<file path="config.mk">
export PLATFORM = sky130hd
export DESIGN_NAME = memory_arbiter
export DESIGN_NICKNAME = d
export VERILOG_FILES = /design/src/rtl/cpu_types_pkg.sv /design/src/rtl/arb_starve_counter.sv /design/src/rtl/memory_arbiter.sv
export SDC_FILE = /design/constraint.sdc
export NUM_CORES = 1
export LEC_CHECK = 0
export CAP_MARGIN = 20
export CORE_ASPECT_RATIO = 0.9
export CORE_MARGIN = 10
export CORE_UTILIZATION = 35
export DETAILED_ROUTE_END_ITERATION = 10
export PLACE_DENSITY = 0.89
export SYNTH_ARGS = -nofsm -noshare
export SYNTH_HDL_FRONTEND = slang
export SYNTH_SLANG_ARGS = --single-unit
</file>
<file path="constraint.sdc">
create_clock -name CLK -period 1.86 [get_ports CLK]
set_input_delay 0.279 -clock CLK [delete_from_list [all_inputs] [get_ports CLK]]
set_output_delay 0.279 -clock CLK [all_outputs]
set_load 0.01 [all_outputs]
</file>
<file path="src/rtl/cpu_types_pkg.sv">
// Shared CPU types for the memory arbiter slice.
//   WORD_W       default width of addresses, data words and RAM load/store
//   ramstate_t   RAM handshake status returned by the RAM model
//   arb_state_t  memory arbiter FSM states
package cpu_types_pkg;

  localparam int unsigned WORD_W = 32;

  typedef enum logic [1:0] {
    FREE   = 2'd0,
    BUSY   = 2'd1,
    ACCESS = 2'd2,
    ERROR  = 2'd3
  } ramstate_t;

  typedef enum logic [1:0] {
    IDLE    = 2'd0,
    IGRANT  = 2'd1,
    DRGRANT = 2'd2,
    DWGRANT = 2'd3
  } arb_state_t;

endpackage

</file>
<file path="src/rtl/arb_starve_counter.sv">
// Saturating counter that tracks how many consecutive dcache grants have been
// issued while an icache fetch was waiting.
//   clk     clock
//   rst     synchronous active-high reset (count -> 0)
//   inc     count one more dcache grant (ignored once saturated)
//   clr     clear the count (takes precedence over inc)
//   at_max  count has reached MAX; icache must win the next grant
module arb_starve_counter #(
  parameter int unsigned MAX = 4
) (
  input  logic clk,
  input  logic rst,
  input  logic inc,
  input  logic clr,
  output logic at_max
);

  localparam int unsigned W = (MAX < 1) ? 1 : $clog2(MAX + 1);

  logic [W-1:0] count;

  always_ff @(posedge clk) begin
    if (rst) begin
      count <= '0;
    end else if (clr) begin
      count <= '0;
    end else if (inc && !at_max) begin
      count <= count + 1'b1;
    end
  end

  always_comb begin
    at_max = (count == W'(MAX));
  end

endmodule

</file>
<file path="src/rtl/memory_arbiter.sv">
// Shares one RAM port between the icache read channel and the dcache
// read/write channel. Each access is one RAM transaction; data has fixed
// priority (write > read > fetch) but a starvation counter forces an icache
// grant after STARVE_MAX consecutive dcache grants with a fetch pending.
//   CLK, RST            clock, synchronous active-high reset
//   iREN, iaddr         icache read request / address
//   iwait, iload        icache completion (low one cycle) / read data
//   dREN, dWEN          dcache read / write request (write wins)
//   daddr, dstore       dcache address / write data
//   dwait, dload        dcache completion (low one cycle) / read data
//   ramREN, ramWEN      RAM strobes (decoded from state only)
//   ramaddr, ramstore   RAM address / write data, latched at grant
//   ramload, ramstate   RAM read data / handshake status
//   mem_err             sticky RAM error flag, cleared only by RST
module memory_arbiter
  import cpu_types_pkg::*;
#(
  parameter int unsigned WORD_W     = cpu_types_pkg::WORD_W,
  parameter int unsigned STARVE_MAX = 4
) (
  input  logic              CLK,
  input  logic              RST,
  input  logic              iREN,
  input  logic [WORD_W-1:0] iaddr,
  output logic              iwait,
  output logic [WORD_W-1:0] iload,
  input  logic              dREN,
  input  logic              dWEN,
  input  logic [WORD_W-1:0] daddr,
  input  logic [WORD_W-1:0] dstore,
  output logic              dwait,
  output logic [WORD_W-1:0] dload,
  output logic              ramREN,
  output logic              ramWEN,
  output logic [WORD_W-1:0] ramaddr,
  output logic [WORD_W-1:0] ramstore,
  input  logic [WORD_W-1:0] ramload,
  input  ramstate_t         ramstate,
  output logic              mem_err
);

  arb_state_t state, next_state;

  logic starve_at_max;
  logic starve_inc;
  logic starve_clr;
  logic force_i;
  logic take_dw;
  logic take_dr;
  logic take_i;
  logic ram_done;

  // Arbitration decision, only acted upon while IDLE.
  always_comb begin
    force_i    = iREN && starve_at_max;
    take_dw    = dWEN && !force_i;
    take_dr    = dREN && !dWEN && !force_i;
    take_i     = iREN && !take_dw && !take_dr;
    starve_inc = (state == IDLE) && (take_dw || take_dr) && iREN;
    starve_clr = (state == IDLE) && (take_i || !iREN);
    ram_done   = (ramstate == ACCESS) || (ramstate == ERROR);
  end

  arb_starve_counter #(
    .MAX (STARVE_MAX)
  ) u_starve (
    .clk    (CLK),
    .rst    (RST),
    .inc    (starve_inc),
    .clr    (starve_clr),
    .at_max (starve_at_max)
  );

  // State register.
  always_ff @(posedge CLK) begin
    if (RST) begin
      state <= IDLE;
    end else begin
      state <= next_state;
    end
  end

  // Next-state logic. Every grant returns through IDLE, which guarantees the
  // one-cycle gap between RAM transactions.
  always_comb begin
    next_state = state;
    case (state)
      IDLE: begin
        if (take_dw) begin
          next_state = DWGRANT;
        end else if (take_dr) begin
          next_state = DRGRANT;
        end else if (take_i) begin
          next_state = IGRANT;
        end
      end
      IGRANT, DRGRANT, DWGRANT: begin
        if (ram_done) begin
          next_state = IDLE;
        end
      end
      default: next_state = IDLE;
    endcase
  end

  // Address/data latch at grant, and the sticky error flag.
  always_ff @(posedge CLK) begin
    if (RST) begin
      ramaddr  <= '0;
      ramstore <= '0;
      mem_err  <= 1'b0;
    end else begin
      if (state == IDLE) begin
        if (take_dw || take_dr) begin
          ramaddr  <= daddr;
          ramstore <= dstore;
        end else if (take_i) begin
          ramaddr <= iaddr;
        end
      end
      if ((state != IDLE) && (ramstate == ERROR)) begin
        mem_err <= 1'b1;
      end
    end
  end

  // Output decode. Strobes depend on state only; a hit additionally needs the
  // owner to still hold its request, so a dropped request completes silently.
  always_comb begin
    ramREN = 1'b0;
    ramWEN = 1'b0;
    iwait  = 1'b1;
    dwait  = 1'b1;
    iload  = '0;
    dload  = '0;
    case (state)
      IGRANT: begin
        ramREN = 1'b1;
        if ((ramstate == ACCESS) && iREN) begin
          iwait = 1'b0;
          iload = ramload;
        end
      end
      DRGRANT: begin
        ramREN = 1'b1;
        if ((ramstate == ACCESS) && dREN) begin
          dwait = 1'b0;
          dload = ramload;
        end
      end
      DWGRANT: begin
        ramWEN = 1'b1;
        if ((ramstate == ACCESS) && dWEN) begin
          dwait = 1'b0;
          dload = ramload;
        end
      end
      default: ;
    endcase
  end

endmodule
</file>
======== After elaboration in Yosys (flattened, before gate mapping) ========
Cells that the tools add are included.
storage, ports and cells
  bits in registers ....................... 70
  output and inout port bits .............. 133
  logic and storage cells ................. 65
cells by class
  add/sub/neg operators ................... 1
  equal/unequal tests ..................... 8
  mux-type cells .......................... 19
  reductions and logical operators ........ 32
operator list
  kind                                            count
  2-to-1 mux 32 bit                               6
  one-hot mux 32 bit (2 select lines)             1
  logical AND 1 bit                               14
  == test 2 bit (second input constant)           4
  2-to-1 mux 2 bit                                4
  zero test 1 bit                                 6
  2-to-1 mux 1 bit                                6
  AND reduction 2 bit                             3
  inequality test 4 bit (second input constant)   1
  one-hot mux 2 bit (2 select lines)              1
  nonzero test 2 bit                              2
  OR reduction 2 bit                              2
  adder 3 x 1 -> 3 bit (second input constant)    1
  == test 3 bit (second input constant)           1
  logical OR 1 bit                                3
  OR reduction 3 bit                              1
  == test 2 x 1 -> 1 bit (second input constant)  1
  zero test 2 bit                                 1
  inequality test 2 bit (second input constant)   1
  one-hot mux 1 bit (2 select lines)              1

======== Logic depth before layout (Yosys ltp) ========
Gate-level depths: netlist (run 1).
  word-level depth ........................ 11
  gate-level depth with buffers ........... 7

======== Cells and area by module ========
Synthesis (run 1) repeated with hierarchy kept, for this count alone.
unflattened totals
  cells, all modules ...................... 447
  area total of the unflattened synthesis .. 3,492.1 um^2
modules (own cells, without submodules)
  module              times used  cells each  area each (um^2)  sequential area each (um^2)
  memory_arbiter      1           429         3,304.4           1,341.3
  arb_starve_counter  1           18          187.7             60.1

======== Least setup slack after synthesis (run 1) ========
OpenSTA, ideal clock, no wires.
  kind .................................... register to output
  start ................................... register state[0]
  end ..................................... output dload[0]
  data arrival time ....................... 1.307 ns
  data required time ...................... 1.581 ns
  setup slack ............................. 0.274 ns
  stages on the path, launching flop included .. 6
  path buffers ............................ 1
  path through ............................ dfxtp_1 > ha_1 > a22oi_1 > nor2b_1 > clkbuf_1 > and2_1
on the way
  cells in the longest elaborated chain, start to end .. 2
  elaborated cells between the ends (all ways) .. 3
RTL lines
  what                                   RTL line               text
  start, declared                        memory_arbiter.sv:42   arb_state_t state, next_state;
  start signal, assigned                 memory_arbiter.sv:79   state <= next_state;
  == test 2 bit                          memory_arbiter.sv:136  case (state)
  one-hot mux 32 bit (2 select lines) *  memory_arbiter.sv:136
  end, declared                          memory_arbiter.sv:32   output logic [WORD_W-1:0] dload,
Every way passes the cells marked *; elsewhere a longest branch is shown, timed or not.

======== Worst setup path after layout (run 1) ========
  start ................................... register state[0]
  end ..................................... output dload[2]
The elaborated chain is that of the path after synthesis.

==> summary.md, run 1 <==
| Metric | Value |
|---|---|
| Outcome | finished with violations |
| Failing checks | negative setup slack |
| Initial antenna violation count | 0 |
| Main combinational cell family by area after synthesis | simple AND/OR/NAND/NOR gates |
| Cell Pwr Density | 745 nW/µm² |
| Adder-cell share of the synthesized area | 0.0238 |
| Area grow syn2layout | 95.8% |
| Final instance area | 7200 µm² |
| DRC | 0 |
| Number of global-route vias before repair | 4507 |
| Area of the multi-input gates | 2110 µm² |
| Register area | roughly 1400 µm² |
| Initial DRT Pass Iterations | 5 |
| Min-delay worst type | primary input to flip-flop |
| Clock buffer depth | 2 |
| EDFF count, synth | 0 |
| Worst Reg-to-Reg Cells | 6 |
| Period utilization | 1.12 |
| Share of cells above drive strength 1 | 0.259 |
| Mapped Cells | 460 |
| Clock sink count | 70 |
| Placed Cells incl. Taps | 832 |
| Synth Cell Area | 3670 µm² |
| Slew HR | 0.626 |
| Mux cell area share after synthesis | 0 |
| Post-CTS Hold Fix Bufs | 0 |
| Global route total overflow | 0 |
| Placed inst area | 6510 µm² |
| Fillers | 729 |
| ANT nets after route | 0 |
| Fmax | around 0.48 GHz |
| # IOs | ~270 |
| Synth Area in Compound Gates | 0.242 |
| Pins Over Slew Limit | 0 |
| Die height | 117 µm |
| Core ar. | 10200 µm² |
| Via count | 4703 |
| Total track usage | 0.209 |
| Pin count of the biggest net entering global routing | a little over 70 |
| Worst Max-Slew Pin Slew | 0.553 ns |
| Final cell count without fillers | 859 |
| Synth Flop Type | dfxtp_1 |
| Total CTS buffers | 9 |
| Sequential share of the synthesized area | 0.381 |
| Pre-CTS WS | -0.499 ns |
| Mean Syn Cell Area | between 7 and 8 µm² |
| Synth Area in Simple Gates | 0.257 |
| Crit Path Category | flip-flop to output pin |
| Unrepaired setup endpoints after global routing | true |
| Die width | about 130 µm |
| Lkg Pwr | 2.93 nW |
| Max Cap Violations | 0 |
| Total power | 0.00536 W |
| Die area | 15000 µm² |
| Startpoint Class | flip-flop |
| TritonCTS clock tree | built |
| Post-synthesis xor/xnor area fraction | 0 |
| Routed WL | 18300 µm |
| Final setup viols | 65 |
| Vias per cell | 5.47 |
| Yosys reg bits | 70 |
| First-pass GRT wire length | ~25000 µm |
| Number of port buffers | 267 |
| Async SR Flop Fraction | 0 |
| Synth Warn # | 0 |
| Num rows | 35 |
| IR drop worst, VDD | 0.000756 V |
| Setup slack after layout | -0.223 ns |
| Clk_lat worst skew | 0.33 ns |
| Gpl congestion | between 0.8 and 0.9 |
| Antenna diodes | 0 |
| Syn_nets | 602 |
| Crit path DAT | 1.80 ns |
| Synth cell types | 34 |
| H-tree Lvls | 3 |
| Drt wl/cell | 21.3 µm |
| Root buffer cell | clkbuf_16 |
| HPWL after DPL | 12700 µm |
| Crit Path Max Fanout | 8 |
| Min cycle time layout | ~2.1 ns |
| Final Hold Viols | 0 |
| Required time at the worst-slack endpoint | 1.58 ns |
| Layout Nets | 867 |
| Initial DRC Count | approximately 430 |
| Reg clk slew, reported paths | 0.06 ns |
| Initial Util | 0.359 |
| Layout Skew | 0.00589 ns |
| Hold Path Depth | 4 |
| Worst Setup End Kind | output pin |
| Min Hold Slack | 0.400 ns |
==> report_power, final <==
group / internal, W / total (W) / switching [W]
Combinational: 0.000924 / 0.00167 / 0.000749
Sequential: 0.00169 / 0.00180 / 0.000107
Clock: 0.00122 / 0.00189 / 0.000674
==> layer usage <==
layer | global-route usage | vias up | wire length, µm
met5 | 0 | - | 0
met4 | 0.0450 | 0 | 262
met3 | 0.0797 | 23 | 1990
met2 | 0.353 | 273 | 9200
met1 | 0.247 | 2247 | 6830
li1 | - | 2160 | -
==> final timing paths <==
path | startpoint | end | slack, ns
worst max-delay path | state[0] | dload[2] | -0.22
worst min-delay path | ramstate[1] | mem_err | 0.40
worst max register to register | state[1] | state[0] | 0.08
worst min register to register | ramstore[31] | ramstore[31] | 0.48
==> cell type report <==
cell class | count | share of cell area
flip-flops and latches | 70 | 0.196
inverters | 9 | 0.00504
multi-input cells | 330 | 0.293
clock buffers | 10 | 0.0332
repair buffers | 305 | 0.437
well taps | 129 | 0.0224
clock inverters | 6 | 0.0130
==> repair_timing <==
| item | in CTS | in global routing |
|---|---|---|
| setup endpoints to repair | 68 | 75 |
| resized for setup | 299 | 113 |
| pin swaps | 3 | 18 |
| cloned | 4 | 3 |
| buffers inserted | 4 | 3 |
==> sequential cells by signal, summed over array words and instances, names as in the netlist <==
| signal | flops |
|---|---|
| mem_err | 1 |
| u_starve.count | 3 |
| state | 2 |
| ramstore | 32 |
| ramaddr | 32 |
==> stage by stage <==
step                      setup TNS (ns)   util
after global routing              -11.81  0.702
after global placement            -25.46  0.635
after CTS                          -3.16  0.656
after floorplan                        0      -
final                              -9.49  0.702
after detailed placement          -29.62  0.635
==> layout by cell type, fill, tap and decap left out, drive strengths merged, types with 3 or more instances in the layout <==
master	instances
nor2	37
a21oi	36
inv	10
dfxtp	70
buf	102
o21ai	68
clkdlybuf4s50	197
a311oi	32
nand2	3
nand3	66
and2	64
ha	7
clkbuf	13
==> logic make-up (layout without fill, tap and decap cells) <==
family                   Yosys count  in the layout
adder cells (fa/ha/maj)            7              7
flip-flops                        70             70
buffers and inverters             60            330
AND/OR/NAND/NOR                  179            179
AO/OA/AOI/OAI                    144            144
==> synthesized netlist by cell type, drive strengths merged (2+ instances only) <==
cell / count / area [µm²]
a21oi: 36 / 180
a311oi: 32 / 299
a31oi: 2 / 12.5
and2: 64 / 400
and3: 2 / 12.5
buf: 23 / 181
clkbuf: 28 / 138
dfxtp: 70 / 1400
ha: 7 / 87.6
inv: 9 / 33.8
nand2: 3 / 11.3
nand3: 66 / 330
nand4: 2 / 12.5
nor2: 37 / 141
nor2b: 2 / 12.5
o21ai: 68 / 344
==> critical path: stages (launching register included) <==
cell     delay (ns)
dfxtp_4        0.39
inv_4          0.05
ha_4           0.16
a22oi_2        0.25
nor2b_4        0.10
buf_6          0.13
buf_6          0.13
and2_4         0.16
buf_6          0.12
(Power assumes the default switching activity.)
==> run 2: changes to the inputs <==
--- a/config.mk
+++ b/config.mk
@@ -5,12 +5,15 @@
 export SDC_FILE = /design/constraint.sdc
 export NUM_CORES = 1
 export LEC_CHECK = 0
+export ABC_AREA = 1
 export CAP_MARGIN = 20
 export CORE_ASPECT_RATIO = 0.9
 export CORE_MARGIN = 10
 export CORE_UTILIZATION = 35
+export CTS_CLUSTER_SIZE = 24
 export DETAILED_ROUTE_END_ITERATION = 10
-export PLACE_DENSITY = 0.89
+export PLACE_DENSITY = 0.86
 export SYNTH_ARGS = -nofsm -noshare
 export SYNTH_HDL_FRONTEND = slang
+export SYNTH_HIERARCHICAL = 1
 export SYNTH_SLANG_ARGS = --single-unit
==> summary.md, run 2 <==
| Metric | Value |
|---|---|
| Fillers | 877 (was 729) |
| Outcome | finished with violations (unchanged) |
| Worst path max stage delay | 0.38 ns (was 0.39 ns) |
| Initial DRC Count | 325 (was 427) |
| Area grow syn2layout | 92.7% (was 95.8%) |
| Post-CTS Hold Fix Bufs | 0 (unchanged) |
| Lkg Pwr | 3.60 nW (was 2.93 nW) |
| Yosys top cell area share | 0.355 (was 0.381) |
| ANT nets after route | 0 (unchanged) |
| Final setup viols | 26 (was 65) |
| Share of cells above drive strength 1 | 0.209 (was 0.259) |
| Crit Path Category | flip-flop to output pin (unchanged) |
| Via count | 5121 (was 4703) |
| Setup TNS | -0.625 ns (was -9.49 ns) |
| Antenna diodes | 0 (unchanged) |
| Mean Syn Cell Area | 5.97 µm² (was 7.99 µm²) |
| Clock sink count | 70 (unchanged) |
| Metal2 WL | 8950 µm (was 9200 µm) |
| Fmax | 0.520 GHz (was 0.480 GHz) |
| Final Hold Viols | 0 (unchanged) |
| Comb pwr share | 0.357 (was 0.312) |
| Worst Max-Slew Pin Slew | 0.366 ns (was 0.553 ns) |
| Syn_nets | 802 (was 602) |
| Met1 wire length | 7470 µm (was 6830 µm) |
| Yosys top cell by area | dfxtp_1 (unchanged) |
| Most used cell, CP | buf_6 (unchanged) |
| Critical path buffers and inverters | 3 (was 4) |
| DRC | 0 (unchanged) |
| Clk pwr share | 0.301 (was 0.353) |
| Gpl congestion | 0.852 (was 0.884) |
| Most frequent cells after synthesis | nand2_1 (171), nor2_1 (138), inv_1 (110), dfxtp_1 (70), a21oi_1 (68) (was dfxtp_1 (70), nand3_1 (66), and2_1 (64), o21ai_0 (58)) |
| Synth Warn # | 6 (was 0) |
| Startpoint Class | flip-flop (unchanged) |
| Final instance area | 7600 µm² (was 7200 µm²) |
| Failing checks | negative setup slack (unchanged) |
| Initial DRT Pass Iterations | 5 (unchanged) |
| Unrepaired setup endpoints after global routing | true (unchanged) |
| Power Internal | 0.00359 W (was 0.00383 W) |
| Top Metal Used | met4 (unchanged) |
| Min cycle time layout | 1.92 ns (was 2.08 ns) |
| Layout Skew | 0.00755 ns (was 0.00589 ns) |
| Total track usage | 0.206 (was 0.209) |
| Async SR Flop Fraction | 0 (unchanged) |
| Net Sw Power | 0.00163 W (was 0.00153 W) |
| Max Cap Violations | 0 (unchanged) |
| TritonCTS clock tree | built (unchanged) |
| Yosys reg bits | 70 (unchanged) |
| Final cell count without fillers | 1095 (was 859) |
| Reg clk slew, reported paths | 0.05 ns (was 0.06 ns) |
| IR drop worst, VDD | 0.000513 V (was 0.000756 V) |
| Initial Util | 0.362 (was 0.359) |
| Total CTS buffers | 9 (unchanged) |
| Routed WL | 18400 µm (was 18300 µm) |
| Synth Cell Area | 3940 µm² (was 3670 µm²) |
| Die height | 121 µm (was 117 µm) |
| EDFF count, synth | 0 (unchanged) |
| Most frequent cells in the layout | clkdlybuf4s50_1 (197), nand2_1 (170), nor2_1 (114) (was clkdlybuf4s50_1 (197), dfxtp_1 (68), nand3_1 (65)) |
| Sequential Power Share | 0.343 (was 0.335) |
| Top Registers | ramaddr: 32 flops, ramstore: 32 flops, u_starve/count: 3 flops (was ramaddr: 32 flops, ramstore: 32 flops, u_starve.count: 3 flops) |
| Die area | 15900 µm² (was 15000 µm²) |
| Global route total overflow | 0 (unchanged) |
| Die width | 132 µm (was 128 µm) |
| Top post-synthesis cells by area | dfxtp_1 (36%), nand2_1 (16%), nor2_1 (13%) (was dfxtp_1 (38%), and2_1 (11%), nand3_1 (9.0%)) |
| Commonest non-fill, non-tap cell in the layout | clkdlybuf4s50_1 (unchanged) |
| Clock buffer depth | 2 (unchanged) |
| Placed Cells incl. Taps | 1063 (was 832) |
| Crit Path Max Fanout | 8 (unchanged) |
| HPWL after DPL | 12500 µm (was 12700 µm) |
| Sequential share of the synthesized area | 0.355 (was 0.381) |
| Cell Pwr Density | 687 nW/µm² (was 745 nW/µm²) |
| Layout Nets | 1080 (was 867) |
| Drt wl/cell | 16.8 µm (was 21.3 µm) |
| Min-delay worst type | primary input to flip-flop (unchanged) |
| Worst Setup End Kind | output pin (unchanged) |
| Utilization after layout | 0.697 (was 0.702) |
| Pin count of the biggest net entering global routing | 38 (was 71) |
| Root buffer cell | clkbuf_16 (unchanged) |
| Synth Flop Type | dfxtp_1 (unchanged) |
| Slew HR | 0.756 (was 0.626) |
| Crit path DAT | 1.64 ns (was 1.80 ns) |
| Period utilization | 1.03 (was 1.12) |
| Most numerous cell in the Yosys netlist | nand2_1 (was dfxtp_1) |
| H-tree Lvls | 3 (unchanged) |
| Core ar. | 10900 µm² (was 10200 µm²) |
| CP top delay family | buffers and inverters (unchanged) |
| Required time at the worst-slack endpoint | 1.58 ns (about the same) |
| CP cell instances | buf_6 -> ha_4 -> nand3_4 -> buf_16 -> a21oi_4 -> buf_6 (was inv_4 -> ha_4 -> a22oi_2 -> nor2b_4 -> buf_6 -> buf_6 -> and2_4 -> buf_6) |
| Initial antenna violation count | 0 (unchanged) |
| Placed inst area | 6910 µm² (was 6510 µm²) |
| Number of global-route vias before repair | 4851 (was 4507) |
| Pins Over Slew Limit | 0 (unchanged) |
| Number of port buffers | 267 (unchanged) |
| Switch share | 0.313 (was 0.285) |
| Pre-CTS WS | -0.593 ns (was -0.499 ns) |
| DR WL met3 | 1580 µm (was 1990 µm) |
| Crit-path slowest cell | dfxtp_4 (unchanged) |
| Mapped Cells | 660 (was 460) |
| Setup slack after layout | -0.0613 ns (was -0.223 ns) |
| # IOs | 268 (unchanged) |
| First-pass GRT wire length | 26700 µm (was 25400 µm) |
| Num rows | 36 (was 35) |
| Vias per cell | 4.68 (was 5.47) |
| Synth cell types | 19 (was 34) |
| Clk_lat worst skew | 0.32 ns (was 0.33 ns) |
-- run 2: cell types whose count changed after synthesis, moves of 29 or more --
cell,previous run,this run
nand2_1,3,171
nor2_1,36,138
inv_1,9,110
and2_1,64,0
nand3_1,66,10
o21ai_0,58,3
a21oi_1,36,68
nand4_1,2,32
a311oi_1,29,0
-- run 2: area by class of cell --
type	instances	area, µm²	share of cell area
well taps	152	190	0.0250
multi-input cells	436	2240	0.295
clock inverters	5	35.0	0.00461
clock buffers	11	243	0.0319
repair buffers	309	3060	0.403
inverters	112	423	0.0557
flip-flops and latches	70	1410	0.185
-- run 2: metrics by stage --
step	total power, W	hold slack [ns]
after global placement	0.00355	0.447
after global routing	0.00555	0.409
final	0.00522	0.407
after floorplan	0.00261	0.441
after detailed placement	0.00359	0.452
after CTS	0.00522	0.381
-- run 2: power groups by stage --
stage	clock (W)	combinational, W	sequential (W)
final	0.00157	0.00186	0.00179
after global routing	0.00169	0.00204	0.00181
after CTS	0.00163	0.00181	0.00179
after detailed placement	0	0.00177	0.00181
after global placement	0	0.00175	0.00180
after floorplan	0	0.000718	0.00190
-- run 2: cells by family after synthesis --
| family | Yosys count | synth area share |
|---|---|---|
| compound gates | 73 | 0.0939 |
| fa+ha+maj | 7 | 0.0222 |
| flops | 70 | 0.355 |
| buf+inv | 154 | 0.163 |
| simple gates | 356 | 0.365 |
-- run 2: path summary, 6_finish.rpt --
kind	startpoint	endpoint	slack, ns	depth (start not counted)
setup / recovery	state[0]	dload[29]	-0.06	6
hold / removal	ramstate[1]	mem_err	0.41	3
setup reg to reg	u_starve/count[0]	ramstore[19]	0.16	8
hold reg to reg	ramstore[20]	ramstore[20]	0.46	2
-- run 2: worst reg2reg max path, cell delays in order (launching register included) --
cell and delay, ns:
dfxtp_1 0.37, inv_1 0.06, ha_1 0.22, nand2_2 0.12
inv_1 0.06, nand2_2 0.10, buf_4 0.35, nand4_1 0.17
a21oi_1 0.19
-- run 2: timing repair --
item                                    CTS  global route
gates cloned                              8             1
endpoints found under the setup margin   68            64
resized for setup                       292            95
setup buffers                             5             3
pin swaps                                 4            15
-- run 2: metal layers --
layer / GRT usage / vias up
met5: 0 / -
met4: 0.0660 / 0
met3: 0.0811 / 26
met2: 0.331 / 242
met1: 0.249 / 2297
li1: - / 2556
